File: src/rtl/control_pkg.sv
// Shared types and constants for the memory arbiter: requester ownership,
// arbitration FSM states, burst limit and the read-return tag format.
package control_pkg;

    typedef enum logic {
        OWN_CPU = 1'b0,
        OWN_DMA = 1'b1
    } owner_t;

    // State records who issued in the previous cycle; it only steers priority.
    typedef enum logic [1:0] {
        IDLE      = 2'd0,
        CPU_OWN   = 2'd1,
        DMA_OWN   = 2'd2,
        DMA_BURST = 2'd3
    } arb_state_t;

    localparam int MAX_BURST   = 4;
    localparam int BURST_CNT_W = $clog2(MAX_BURST + 1);

    // One entry of the read-return pipeline: is a read in flight, and for whom.
    typedef struct packed {
        logic   valid;
        owner_t owner;
    } rd_tag_t;

endpackage

File: src/rtl/mem_arbiter_if.sv
// Bundle of the CPU port, DMA port and memory port of the arbiter.
// slave: the arbiter's view. master: the requesters and memory around it.
interface mem_arbiter_if #(
    parameter int ADDR_W = 5,
    parameter int DATA_W = 8
);
    logic              cpu_req;
    logic              cpu_wr;
    logic [ADDR_W-1:0] cpu_addr;
    logic [DATA_W-1:0] cpu_wdata;
    logic              cpu_gnt;
    logic              cpu_rvalid;
    logic [DATA_W-1:0] cpu_rdata;

    logic              dma_req;
    logic              dma_wr;
    logic [ADDR_W-1:0] dma_addr;
    logic [DATA_W-1:0] dma_wdata;
    logic              dma_lock;
    logic              dma_gnt;
    logic              dma_rvalid;
    logic [DATA_W-1:0] dma_rdata;

    logic              mem_en;
    logic              mem_wr;
    logic [ADDR_W-1:0] mem_addr;
    logic [DATA_W-1:0] mem_wdata;
    logic [DATA_W-1:0] mem_rdata;

    modport slave (
        input  cpu_req, cpu_wr, cpu_addr, cpu_wdata,
        output cpu_gnt, cpu_rvalid, cpu_rdata,
        input  dma_req, dma_wr, dma_addr, dma_wdata, dma_lock,
        output dma_gnt, dma_rvalid, dma_rdata,
        output mem_en, mem_wr, mem_addr, mem_wdata,
        input  mem_rdata
    );

    modport master (
        output cpu_req, cpu_wr, cpu_addr, cpu_wdata,
        input  cpu_gnt, cpu_rvalid, cpu_rdata,
        output dma_req, dma_wr, dma_addr, dma_wdata, dma_lock,
        input  dma_gnt, dma_rvalid, dma_rdata,
        input  mem_en, mem_wr, mem_addr, mem_wdata,
        output mem_rdata
    );

endinterface

File: src/rtl/arb_rr_pick.sv
// Combinational grant selection between CPU and DMA: a held DMA lock wins
// unless the burst limit has tripped, otherwise ties alternate round-robin.
module arb_rr_pick
    import control_pkg::*;
(
    input  logic   cpu_req,
    input  logic   dma_req,
    input  logic   dma_lock,
    input  owner_t last_owner,
    input  logic   burst_limit,
    output logic   cpu_gnt,
    output logic   dma_gnt
);

    logic lock_hold;

    // Pick at most one winner; a grant is only ever given to an active request.
    always_comb begin
        lock_hold = (last_owner == OWN_DMA) && dma_lock && dma_req && !burst_limit;
        cpu_gnt   = 1'b0;
        dma_gnt   = 1'b0;
        if (lock_hold) begin
            dma_gnt = 1'b1;
        end else if (cpu_req && dma_req) begin
            if (last_owner == OWN_DMA) begin
                cpu_gnt = 1'b1;
            end else begin
                dma_gnt = 1'b1;
            end
        end else if (cpu_req) begin
            cpu_gnt = 1'b1;
        end else if (dma_req) begin
            dma_gnt = 1'b1;
        end
    end

endmodule

File: src/rtl/mem_arbiter.sv
// Two-requester (CPU / DMA) arbiter in front of a synchronous single-port
// memory. Grants are combinational, the memory command is registered one
// cycle after issue, and read data returns to its owner two cycles after issue.
// Optional feature: define MEM_ARB_BURST_LIMIT_EN to cap a locked DMA burst at
// MAX_BURST issues whenever the CPU is waiting; without it the lock is unbounded.
module mem_arbiter
    import control_pkg::*;
#(
    parameter int ADDR_W = 5,
    parameter int DATA_W = 8
)(
    input  logic         clk,
    input  logic         rst_,
    mem_arbiter_if.slave bus
);

    arb_state_t        state_reg, state_next;
    owner_t            last_owner_reg;
    owner_t            prio_owner;
    logic              cpu_req_act, dma_req_act;
    logic              cpu_gnt, dma_gnt;
    logic              burst_limit;

    logic              issue;
    owner_t            issue_owner;
    logic              issue_wr;
    logic [ADDR_W-1:0] issue_addr;
    logic [DATA_W-1:0] issue_wdata;

    logic              mem_en_reg, mem_wr_reg;
    logic [ADDR_W-1:0] mem_addr_reg;
    logic [DATA_W-1:0] mem_wdata_reg;
    rd_tag_t           tag1_reg, tag2_reg;
    logic              cpu_rvalid, dma_rvalid;

    arb_rr_pick u_pick (
        .cpu_req     (cpu_req_act),
        .dma_req     (dma_req_act),
        .dma_lock    (bus.dma_lock),
        .last_owner  (prio_owner),
        .burst_limit (burst_limit),
        .cpu_gnt     (cpu_gnt),
        .dma_gnt     (dma_gnt)
    );

    // FSM state register: owner of the most recent issue, or IDLE.
    always_ff @(posedge clk) begin
        if (rst_) begin
            state_reg <= IDLE;
        end else begin
            state_reg <= state_next;
        end
    end

    // FSM next state: classify this cycle's issue (or lack of one).
    always_comb begin
        state_next = IDLE;
        if (cpu_gnt) begin
            state_next = CPU_OWN;
        end else if (dma_gnt) begin
            state_next = bus.dma_lock ? DMA_BURST : DMA_OWN;
        end
    end

    // FSM outputs: priority owner for the picker; requests masked during reset.
    always_comb begin
        cpu_req_act = bus.cpu_req && !rst_;
        dma_req_act = bus.dma_req && !rst_;
        case (state_reg)
            CPU_OWN:            prio_owner = OWN_CPU;
            DMA_OWN, DMA_BURST: prio_owner = OWN_DMA;
            default:            prio_owner = last_owner_reg;
        endcase
    end

    // Remember the last issuer across idle gaps; reset favours the CPU first.
    always_ff @(posedge clk) begin
        if (rst_) begin
            last_owner_reg <= OWN_DMA;
        end else if (issue) begin
            last_owner_reg <= issue_owner;
        end
    end

`ifdef MEM_ARB_BURST_LIMIT_EN
    logic [BURST_CNT_W-1:0] burst_cnt_reg, burst_cnt_next;

    // Count consecutive locked DMA issues (saturating); any other issue clears it.
    always_comb begin
        burst_cnt_next = burst_cnt_reg;
        if (dma_gnt && bus.dma_lock) begin
            if (burst_cnt_reg < BURST_CNT_W'(MAX_BURST)) begin
                burst_cnt_next = burst_cnt_reg + BURST_CNT_W'(1);
            end
        end else if (issue) begin
            burst_cnt_next = '0;
        end
        burst_limit = (burst_cnt_reg >= BURST_CNT_W'(MAX_BURST)) && bus.cpu_req;
    end

    // Burst counter register.
    always_ff @(posedge clk) begin
        if (rst_) begin
            burst_cnt_reg <= '0;
        end else begin
            burst_cnt_reg <= burst_cnt_next;
        end
    end
`else
    assign burst_limit = 1'b0;
`endif

    // Mux the winning requester's command.
    always_comb begin
        issue       = cpu_gnt || dma_gnt;
        issue_owner = dma_gnt ? OWN_DMA : OWN_CPU;
        issue_wr    = dma_gnt ? bus.dma_wr    : bus.cpu_wr;
        issue_addr  = dma_gnt ? bus.dma_addr  : bus.cpu_addr;
        issue_wdata = dma_gnt ? bus.dma_wdata : bus.cpu_wdata;
    end

    // Register the memory command so it is presented exactly one cycle after issue.
    always_ff @(posedge clk) begin
        if (rst_) begin
            mem_en_reg    <= 1'b0;
            mem_wr_reg    <= 1'b0;
            mem_addr_reg  <= '0;
            mem_wdata_reg <= '0;
        end else begin
            mem_en_reg <= issue;
            mem_wr_reg <= issue && issue_wr;
            if (issue) begin
                mem_addr_reg  <= issue_addr;
                mem_wdata_reg <= issue_wdata;
            end
        end
    end

    // Two-stage owner tag pipeline aligning read returns with memory latency.
    always_ff @(posedge clk) begin
        if (rst_) begin
            tag1_reg <= '{valid: 1'b0, owner: OWN_CPU};
            tag2_reg <= '{valid: 1'b0, owner: OWN_CPU};
        end else begin
            tag1_reg <= '{valid: issue && !issue_wr, owner: issue_owner};
            tag2_reg <= tag1_reg;
        end
    end

    // Steer returning data to its owner; everything is forced low while in reset.
    always_comb begin
        cpu_rvalid = tag2_reg.valid && (tag2_reg.owner == OWN_CPU) && !rst_;
        dma_rvalid = tag2_reg.valid && (tag2_reg.owner == OWN_DMA) && !rst_;
    end

    assign bus.cpu_gnt    = cpu_gnt;
    assign bus.dma_gnt    = dma_gnt;
    assign bus.cpu_rvalid = cpu_rvalid;
    assign bus.dma_rvalid = dma_rvalid;
    assign bus.cpu_rdata  = cpu_rvalid ? bus.mem_rdata : '0;
    assign bus.dma_rdata  = dma_rvalid ? bus.mem_rdata : '0;
    assign bus.mem_en     = mem_en_reg && !rst_;
    assign bus.mem_wr     = mem_wr_reg && !rst_;
    assign bus.mem_addr   = rst_ ? '0 : mem_addr_reg;
    assign bus.mem_wdata  = rst_ ? '0 : mem_wdata_reg;

endmodule

File: src/flat_wrapper.sv
// flat-port wrapper written by rule: the top's interface ports become plain ports
module mem_arbiter_flat import control_pkg::*;
#(
    parameter int ADDR_W = 5,
    parameter int DATA_W = 8
)
  (clk, rst_, bus_cpu_req, bus_cpu_wr, bus_cpu_addr, bus_cpu_wdata, bus_cpu_gnt, bus_cpu_rvalid, bus_cpu_rdata, bus_dma_req, bus_dma_wr, bus_dma_addr, bus_dma_wdata, bus_dma_lock, bus_dma_gnt, bus_dma_rvalid, bus_dma_rdata, bus_mem_en, bus_mem_wr, bus_mem_addr, bus_mem_wdata, bus_mem_rdata);
  mem_arbiter_if #(.ADDR_W(ADDR_W), .DATA_W(DATA_W)) bus_i ();
  input  logic clk;
  input  logic rst_;
  input wire logic [$bits(bus_i.cpu_req)-1:0] bus_cpu_req;
  input wire logic [$bits(bus_i.cpu_wr)-1:0] bus_cpu_wr;
  input wire logic [$bits(bus_i.cpu_addr)-1:0] bus_cpu_addr;
  input wire logic [$bits(bus_i.cpu_wdata)-1:0] bus_cpu_wdata;
  output wire logic [$bits(bus_i.cpu_gnt)-1:0] bus_cpu_gnt;
  output wire logic [$bits(bus_i.cpu_rvalid)-1:0] bus_cpu_rvalid;
  output wire logic [$bits(bus_i.cpu_rdata)-1:0] bus_cpu_rdata;
  input wire logic [$bits(bus_i.dma_req)-1:0] bus_dma_req;
  input wire logic [$bits(bus_i.dma_wr)-1:0] bus_dma_wr;
  input wire logic [$bits(bus_i.dma_addr)-1:0] bus_dma_addr;
  input wire logic [$bits(bus_i.dma_wdata)-1:0] bus_dma_wdata;
  input wire logic [$bits(bus_i.dma_lock)-1:0] bus_dma_lock;
  output wire logic [$bits(bus_i.dma_gnt)-1:0] bus_dma_gnt;
  output wire logic [$bits(bus_i.dma_rvalid)-1:0] bus_dma_rvalid;
  output wire logic [$bits(bus_i.dma_rdata)-1:0] bus_dma_rdata;
  output wire logic [$bits(bus_i.mem_en)-1:0] bus_mem_en;
  output wire logic [$bits(bus_i.mem_wr)-1:0] bus_mem_wr;
  output wire logic [$bits(bus_i.mem_addr)-1:0] bus_mem_addr;
  output wire logic [$bits(bus_i.mem_wdata)-1:0] bus_mem_wdata;
  input wire logic [$bits(bus_i.mem_rdata)-1:0] bus_mem_rdata;
  assign bus_i.cpu_req = bus_cpu_req;
  assign bus_i.cpu_wr = bus_cpu_wr;
  assign bus_i.cpu_addr = bus_cpu_addr;
  assign bus_i.cpu_wdata = bus_cpu_wdata;
  assign bus_cpu_gnt = bus_i.cpu_gnt;
  assign bus_cpu_rvalid = bus_i.cpu_rvalid;
  assign bus_cpu_rdata = bus_i.cpu_rdata;
  assign bus_i.dma_req = bus_dma_req;
  assign bus_i.dma_wr = bus_dma_wr;
  assign bus_i.dma_addr = bus_dma_addr;
  assign bus_i.dma_wdata = bus_dma_wdata;
  assign bus_i.dma_lock = bus_dma_lock;
  assign bus_dma_gnt = bus_i.dma_gnt;
  assign bus_dma_rvalid = bus_i.dma_rvalid;
  assign bus_dma_rdata = bus_i.dma_rdata;
  assign bus_mem_en = bus_i.mem_en;
  assign bus_mem_wr = bus_i.mem_wr;
  assign bus_mem_addr = bus_i.mem_addr;
  assign bus_mem_wdata = bus_i.mem_wdata;
  assign bus_i.mem_rdata = bus_mem_rdata;
  mem_arbiter #(.ADDR_W(ADDR_W), .DATA_W(DATA_W)) u_core (.clk(clk), .rst_(rst_), .bus(bus_i));
endmodule
File: config.mk
export PLATFORM = sky130hd
export DESIGN_NAME = mem_arbiter_flat
export DESIGN_NICKNAME = d
export VERILOG_FILES = /design/src/rtl/control_pkg.sv /design/src/rtl/mem_arbiter_if.sv /design/src/rtl/arb_rr_pick.sv /design/src/rtl/mem_arbiter.sv /design/src/flat_wrapper.sv
export SDC_FILE = /design/constraint.sdc
export NUM_CORES = 1
export LEC_CHECK = 0
export ABC_AREA = 1
export CAP_MARGIN = 20
export CORE_MARGIN = 8
export CORE_UTILIZATION = 39
export CTS_CLUSTER_SIZE = 25
export DETAILED_ROUTE_END_ITERATION = 8
export PLACE_DENSITY = 0.94
export REMOVE_ABC_BUFFERS = 1
export SLEW_MARGIN = 25
export SYNTH_ARGS = -nofsm -noshare
export SYNTH_HDL_FRONTEND = slang
export SYNTH_SLANG_ARGS = --single-unit
export TNS_END_PERCENT = 100
File: constraint.sdc
create_clock -name clk -period 2.2 [get_ports clk]
set_input_delay 0.22 -clock clk [delete_from_list [all_inputs] [get_ports clk]]
set_output_delay 0.22 -clock clk [all_outputs]
set_load 0.03 [all_outputs]
==> reports/results.tsv, run 1 <==
metric	value	unit
pwr_density_cell	546	nW/um2
met1Wirelength	1.43	mm
die_x	71.0	um
dieArea	5050	um2
routed_wl	3.71	mm
final_antenna_net_count	0	
cts_made_buffers	3	
slew_viol_final	0	
dr.first_iter.drc_count	43	
post-route-period-util	0.811	
min_period	1.78	ns
cellLeakagePower	1.09	nW
tightest_slew	0.314	ns
coreArea	2980	um2
ir_drop	264	uV
fp-row-count	20	
diodes	0	
gr-total-overflow	0	
synth-simple-area-share	0.359	
num_vias	1425	
clk_pin_slew	0.13	ns
maxClockFrequency	560	MHz
layout.nets	320	
hold_violations	0	
synth_top_family_by_area	simple AND/OR/NAND/NOR gates	
yosys.area.top_type_share	0.373	
start_util	0.397	
tns	0	ns
synth_area	1180	um2
cp-start-kind	primary input	
grt_use_total	0.147	
antenna_found_initial	0	
synth_cells	199	
crit_path_max_incr_delay	0.66	ns
clock_latency	0.31	ns
cp.buffers_inverters	4	
drive_gt1_frac	0.176	
synth.most_common_cell	inv_1	
rsz0062_at_grt	no	
root_buffer	clkbuf_4	
required	1.98	ns
cp.arrival	1.56	ns
setup_violations	0	
cpLargestDelayFamily	buffers and inverters	
maxSlewHeadroom	0.790	
async_flop_share	0	
synth_seq_area_share	0.373	
dr_wl_met2	1.83	mm
die_height	71.0	um
synthTopCellsByArea	dfxtp_1 (37%), inv_1 (16%), nor2_1 (16%)	
routabilityCongestion	0.856	
dr_wl_met3	385	um
synth-xor-area-share	0	
p_total	0.00107	W
grt_max_degree	23	
synth_compound_area_frac	0.0710	
ys_ff_latch	22	
cap_violations	0	
syn_avg_cell_area	5.94	um2
finalClockSkew	0.00891	ns
synth_mux_area_frac	0	
yosysWarnings	0	
endpoint_kind	output pin	
synth_top_cell_by_area	dfxtp_1	
clockBufferDepth	2	
status	complete, no violations	
area_delta_synth_final	65.3	%
grt_pass1_wl	6.07	mm
wl_per_cell	11.9	um
path_cells	clkdlybuf4s50_1 -> inv_1 -> nand3_1 -> inv_1 -> clkdlybuf4s50_1	
ys_types	12	
cts_resized	0	
synth_edf_count	0	
crit_type	in -> out	
clock_sinks	22	
dp_hpwl	2.98	mm
hp-class	reg -> reg	
postCtsHoldBufs	0	
synthTopCellsByCount	inv_1 (51), nor2_1 (49), nand2_1 (34), dfxtp_1 (22), nand3_1 (17)	
grt_pass1_vias	1449	
maxUsedRoutingLayer	met4	
post-cts-setup-buffers	0	
drc	0	
crit_fanout	2	
drt-pass1-iter-count	4	
cts_tree	done	
synthFlopType	dfxtp_1	
vias_per_cell	4.58	
portBuffers	75	
htreeDepth	1	
io_pins	76	
cpMaxStageDelayCell	clkdlybuf4s50_1	
yosys.area_share.adder	0	
largest_reg_flops	8	
-- worst min-delay path: cells and delay by family, from the launching register on --
| kind | cells | cell delay, ns |
|---|---|---|
| and+or+nand+nor | 1 | 0.03 |
| DFF | 1 | 0.32 |
| buffers and inverters | 1 | 0.04 |
-- kinds of logic after synthesis --
family	after synthesis
DFF	22
buffers and inverters	58
and+or+nand+nor	103
AOI/OAI and AO/OA	16
-- report_power, final --
group / total, W / internal, W / switching (W)
combinational: 0.000308 / 0.000141 / 0.000167
clock: 0.000311 / 0.000184 / 0.000127
sequential: 0.000447 / 0.000437 / 0.0000103
total: 0.00107 / 0.000762 / 0.000304
-- per-stage QoR --
step | instances | instance area [um2] | hold slack, ns | worst slack (ns) | utilization
6_report | 311 | 1950 | 0.414 | 0.415 | 0.655
2_1_floorplan | 192 | 1140 | 0.291 | 0.535 | -
3_5_place_dp | 307 | 1900 | 0.401 | 0.413 | 0.638
4_1_cts | 311 | 1950 | 0.419 | 0.413 | 0.655
3_3_place_gp | 307 | 1900 | 0.389 | 0.424 | 0.638
5_1_grt | 311 | 1950 | 0.426 | 0.315 | 0.655
-- final cells by class --
cell class                 count  area [um2]
clock buffer                   3        22.5
clock inverter                 1        30.0
fill                         248        1030
inverter                      51         191
multi-input combinational    119         508
sequential                    22         440
tap                           33        41.3
timing repair buffer          82         718
-- per-layer routing --
metal  vias up  global-route usage
met5         -                   0
met4         0              0.0924
met3         4              0.0523
met2        72               0.268
met1       612               0.137
li1        737                   -
-- cells in the final DEF, fill, tap and decap left out --
cell,Yosys,layout
a21oi_1,15,15
a21oi_2,1,1
buf_4,0,41
bufinv_16,0,1
clkbuf_4,0,3
clkdlybuf4s50_1,0,41
dfxtp_1,22,22
inv_1,51,51
nand2_1,34,34
nand2_2,1,1
nand3_1,17,17
nor2_1,49,49
nor2_4,1,1
nor3_2,1,1
-- worst paths after layout --
| path | start | endpoint | slack (ns) | depth (start not counted) |
|---|---|---|---|---|
| setup / recovery | rst_ | bus_dma_rvalid | 0.42 | 5 |
| hold / removal | u_core.tag1_reg[1] | u_core.tag2_reg[1] | 0.41 | 2 |
| setup reg to reg | u_core.last_owner_reg | u_core.mem_wdata_reg[2] | 1.00 | 7 |
| hold reg to reg | u_core.tag1_reg[1] | u_core.tag2_reg[1] | 0.41 | 2 |
(Power assumes the default switching activity.)
==> inputs of run 2 (changes only) <==
- CORE_UTILIZATION: 39 -> 32
- PLACE_DENSITY: 0.94 -> 0.84
- clock period: 2.2 -> 1.44 ns (I/O delays scaled with it)
==> run 2 against run 1 <==
Net effect: sequential cell count unchanged; sequential power increased by 53%; setup slack got worse by 0.37 ns; critical path depth increased by 1; die area increased by 17%; cell count increased by 8.0%; via count increased by 1.9%; sequential share of layout area decreased by 1.6 points; largest power group unchanged; combinational power increased by 66%; wire length increased by 9.6%; final area increased by 7.9%.
==> reports/results.tsv, run 2 (synthesized netlist as in run 1, its figures left out) <==
metric	value	unit
endpoint_kind	output pin	
maxSlewHeadroom	0.789	
min_period	1.39	ns
clockBufferDepth	2	
area_delta_synth_final	78.4	%
clock_latency	0.27	ns
final_antenna_net_count	0	
placedInstanceArea	1990	um2
num_vias	1452	
path_cells	clkdlybuf4s50_1 -> inv_1 -> nor2_2 -> nand3_2 -> inv_1 -> buf_4	
stdcell_count	336	
drive_gt1_frac	0.229	
cap_violations	0	
clock_sinks	22	
slew_viol_final	0	
placed_cells	330	
dr_wl_met3	392	um
cts_tree	done	
htreeDepth	1	
finalClockSkew	0.00622	ns
die_x	76.8	um
hold_violations	0	
dr_wl_met2	1.97	mm
grt_use_total	0.132	
final_cell_area	2110	um2
cellLeakagePower	1.16	nW
p_total	0.00178	W
hp-class	reg -> reg	
portBuffers	75	
pre_cts_slack	-0.121	ns
cpLargestDelayFamily	buffers and inverters	
drt-pass1-iter-count	4	
routed_wl	4.06	mm
cp.arrival	1.25	ns
io_pins	76	
tightest_slew	0.316	ns
fp-row-count	22	
postCtsHoldBufs	0	
required	1.30	ns
gr-total-overflow	0	
cp-start-kind	primary input	
cp_common_cell	inv_1	
status	complete, no violations	
dp_hpwl	3.10	mm
wl_per_cell	12.1	um
cts_made_buffers	3	
crit_fanout	4	
root_buffer	clkbuf_8	
routabilityCongestion	0.798	
dr.first_iter.drc_count	63	
setup_violations	0	
clk_pin_slew	0.09	ns
vias_per_cell	4.32	
grt_max_degree	14	
crit_type	in -> out	
antenna_found_initial	0	
rsz0062_at_grt	yes	
cp.buffers_inverters	4	
pwr_density_cell	843	nW/um2
largest_reg_flops	8	
grt_pass1_wl	6.44	mm
coreArea	3610	um2
drc	0	
ir_drop	590	uV
maxClockFrequency	717	MHz
post-route-period-util	0.968	
diodes	0	
finish.utilization	0.584	
final_cell_mix	inv_1 (50), buf_4 (50), nor2_1 (48)	
layout.nets	330	
met1Wirelength	1.64	mm
dieArea	5890	um2
grt_pass1_vias	1452	
crit_path_max_incr_delay	0.45	ns
maxUsedRoutingLayer	met4	
cpMaxStageDelayCell	clkdlybuf4s50_1	
die_height	76.8	um
start_util	0.328	
fillers	352	
fin_ws	0.0458	ns
## run 2: cell types whose count changed in the layout (fill, tap and decap cells not counted), moves of 2 or more
| cell | delta |
|---|---|
| clkbuf_4 | -3 |
| clkdlybuf4s50_1 | -2 |
| buf_4 | +9 |
| clkbuf_8 | +3 |
| nand3_1 | -2 |
## run 2: area by class of cell
class                           instances  area (um2)  area share
Timing Repair Buffer                   92         806       0.382
Multi-Input combinational cell        119         537       0.255
Sequential cell                        22         442       0.210
Inverter                               51         191      0.0909
Tap cell                               48        60.1      0.0285
Clock buffer                            3        41.3      0.0196
Clock inverter                          1        30.0      0.0143
## run 2: power by group
part	switching [W]	internal, W
clock	0.000210	0.000371
combinational	0.000268	0.000242
sequential	0.0000170	0.000667
total	0.000496	0.00128
## run 2: final timing paths
| check | slack [ns] | start | depth (start not counted) | end |
|---|---|---|---|---|
| setup reg to reg | 0.35 | u_core.state_reg[0] | 8 | u_core.mem_wdata_reg[4] |
| hold reg to reg | 0.40 | u_core.tag1_reg[1] | 2 | u_core.tag2_reg[1] |
| setup / recovery | 0.05 | bus_cpu_req | 6 | bus_cpu_gnt |
| hold / removal | 0.40 | u_core.tag1_reg[1] | 2 | u_core.tag2_reg[1] |
## run 2: tightest hold or removal path: stages, from the launching register on
cell and delay, ns:
dfxtp_1 0.31, inv_1 0.04, nor2_1 0.03
## run 2: through the flow
step / hold WS (ns) / TNS, ns
after floorplan: 0.215 / -1.19
after global placement: 0.392 / -1.34
after detailed placement: 0.400 / -2.08
after CTS: 0.411 / 0
after global routing: 0.421 / -0.0185
final: 0.404 / 0
## run 2: what timing repair did
item                       CTS  global route
gates resized for setup      6             4
setup buffers                1             1
setup endpoints to repair   19             5
pin swaps                    1             1
## run 2: metal layers
metal | vias to the layer above | GRT usage
met5 | - | 0
met4 | 0 | 0.0654
met3 | 6 | 0.0420
met2 | 76 | 0.232
met1 | 613 | 0.137
li1 | 757 | -
==> inputs of run 3 (changes only) <==
- ABC_AREA: 1 -> 0
==> run 3 against run 2 <==
Net effect: sequential share of layout area fell by 1.3 points; synthesized area fell by 1.7%; die area fell by 1.4%; clock skew fell by 0.0038 ns; wire length fell by 15%; largest cell class unchanged.
==> reports/results.tsv, run 3 <==
metric	value	unit
post-route-period-util	0.994	
gr-total-overflow	0	
cts_tree	done	
synthFlopType	dfxtp_1	
grt_max_degree	14	
pwr_density_cell	664	nW/um2
clock_latency	0.30	ns
synth_seq_area_share	0.379	
tightest_slew	0.235	ns
drc	0	
cp-start-kind	flip-flop	
crit_fanout	3	
io_pins	76	
slew_viol_final	0	
root_buffer	clkbuf_4	
start_util	0.324	
startpoint	u_core.state_reg[0]	
endpoint_kind	output pin	
clockBufferDepth	2	
die_height	76.2	um
final_common_cell	buf_4	
ir_drop	585	uV
dr.first_iter.drc_count	21	
synth_area	1160	um2
reg2reg_slack	0.03	ns
crit_type	reg -> out	
routabilityCongestion	0.735	
min_period	1.43	ns
cp.arrival	1.29	ns
cellLeakagePower	1.10	nW
dp_hpwl	2.70	mm
pre_cts_slack	-0.302	ns
largest_reg_flops	8	
clock_sinks	22	
async_flop_share	0	
setup_violations	0	
antenna_found_initial	0	
status	complete, no violations	
hp-class	in -> reg	
fin_ws	0.00902	ns
maxSlewHeadroom	0.843	
coreArea	3580	um2
maxClockFrequency	699	MHz
synthTopCellsByCount	dfxtp_1 (22), mux2_2 (20), and2_1 (17), nor2b_1 (17)	
drt-pass1-iter-count	3	
synth_cells	111	
cap_violations	0	
synth.most_common_cell	dfxtp_1	
final_antenna_net_count	0	
grt_pass1_wl	5.44	mm
required	1.30	ns
hold_violations	0	
finalClockSkew	0.00243	ns
portBuffers	75	
synth_edf_count	0	
crit_path_end	bus_cpu_gnt	
drive_gt1_frac	0.559	
path_cells	inv_2 -> a21oi_4 -> buf_6 -> o21ai_2 -> and2_4 -> buf_6	
fp-row-count	22	
tns	0	ns
htreeDepth	1	
clk_pin_slew	0.11	ns
postCtsHoldBufs	0	
rr_endpoint	u_core.mem_addr_reg[2]	
area_delta_synth_final	95.6	%
reg2reg_from	u_core.state_reg[0]	
vias_per_cell	4.32	
ys_types	26	
layout.nets	263	
grt_use_total	0.111	
wl_per_cell	12.8	um
die_x	76.2	um
reg2reg_depth	5	
cts_made_buffers	3	
yosys.area.top_type_share	0.379	
finish.utilization	0.635	
syn_avg_cell_area	10.5	um2
grt_pass1_vias	1186	
diodes	0	
routed_wl	3.43	mm
cpMaxStageDelayCell	dfxtp_2	
dieArea	5810	um2
num_vias	1158	
yosysWarnings	0	
ys_ff_latch	22	
rsz0062_at_grt	yes	
cp_common_cell	buf_6	
final_cell_mix	buf_4 (53), clkdlybuf4s50_1 (38), mux2_2 (20)	
synth_top_cell_by_area	dfxtp_1	
fillers	293	
synthTopCellsByArea	dfxtp_1 (38%), mux2_2 (19%), and2_1 (9.2%)	
crit_path_max_incr_delay	0.34	ns
-- run 3: power breakdown --
part | internal, W | leakage [nW] | switching, W
registers | 0.000668 | 0.184 | 0.0000135
logic | 0.000341 | 0.899 | 0.000218
clock network | 0.0000976 | 0.0138 | 0.000170
-- run 3: cells by family (layout without fill, tap and decap cells) --
| family | Yosys count | count (layout) | synth area share |
|---|---|---|---|
| flip-flops | 22 | 22 | 0.379 |
| AO/OA/AOI/OAI | 6 | 6 | 0.0485 |
| buffers and inverters | 11 | 120 | 0.0506 |
| multiplexers | 28 | 28 | 0.286 |
| AND/OR/NAND/NOR | 44 | 44 | 0.236 |
-- run 3: what timing repair did --
| item | in CTS | in global routing |
|---|---|---|
| hold endpoints to repair | 0 | 0 |
| gates resized for setup | 12 | 34 |
| endpoints found under the setup margin | 24 | 31 |
| gates cloned | 0 | 1 |
| setup buffers | 6 | 4 |
| pin swaps | 2 | 11 |
-- run 3: worst min-delay path by stage --
stage,from,to,cells past startpoint
2_1_floorplan,rst_,u_core.tag2_reg[0],1
3_3_place_gp,u_core.tag1_reg[1],u_core.tag2_reg[1],1
3_5_place_dp,u_core.tag1_reg[1],u_core.tag2_reg[1],1
4_1_cts,bus_dma_wr,u_core.mem_wr_reg,3
5_1_grt,bus_cpu_req,u_core.mem_en_reg,3
6_report,bus_cpu_req,u_core.mem_en_reg,3
-- run 3: worst max-delay path: cells and delay by family (launching register included) --
family | cells | cell delay [ns]
flops | 1 | 0.34
buf+inv | 3 | 0.30
compound gates | 2 | 0.23
simple gates | 1 | 0.13
-- run 3: layout make-up --
cell class | count | area, um2 | area share
multi-input cells | 78 | 712 | 0.313
inverters | 6 | 25.0 | 0.0110
clock buffers | 3 | 22.5 | 0.00992
well taps | 48 | 60.1 | 0.0264
flip-flops and latches | 22 | 445 | 0.196
repair buffers | 111 | 1010 | 0.443
-- run 3: layer usage --
layer  vias up  wire [um]  GRT usage
met3         0        301     0.0613
met1       519       1340      0.111
met5         -          0          0
met4         0          0     0.0173
met2        51       1790      0.199
li1        588          -          -
-- run 3: stage by stage --
step,instance area (um2),instances,hold slack [ns],power [W]
2_1_floorplan,1120,106,0.216,0.000932
3_3_place_gp,2060,255,0.419,0.00120
3_5_place_dp,2060,255,0.422,0.00121
4_1_cts,2150,264,0.421,0.00151
5_1_grt,2270,268,0.147,0.00160
6_report,2270,268,0.150,0.00151
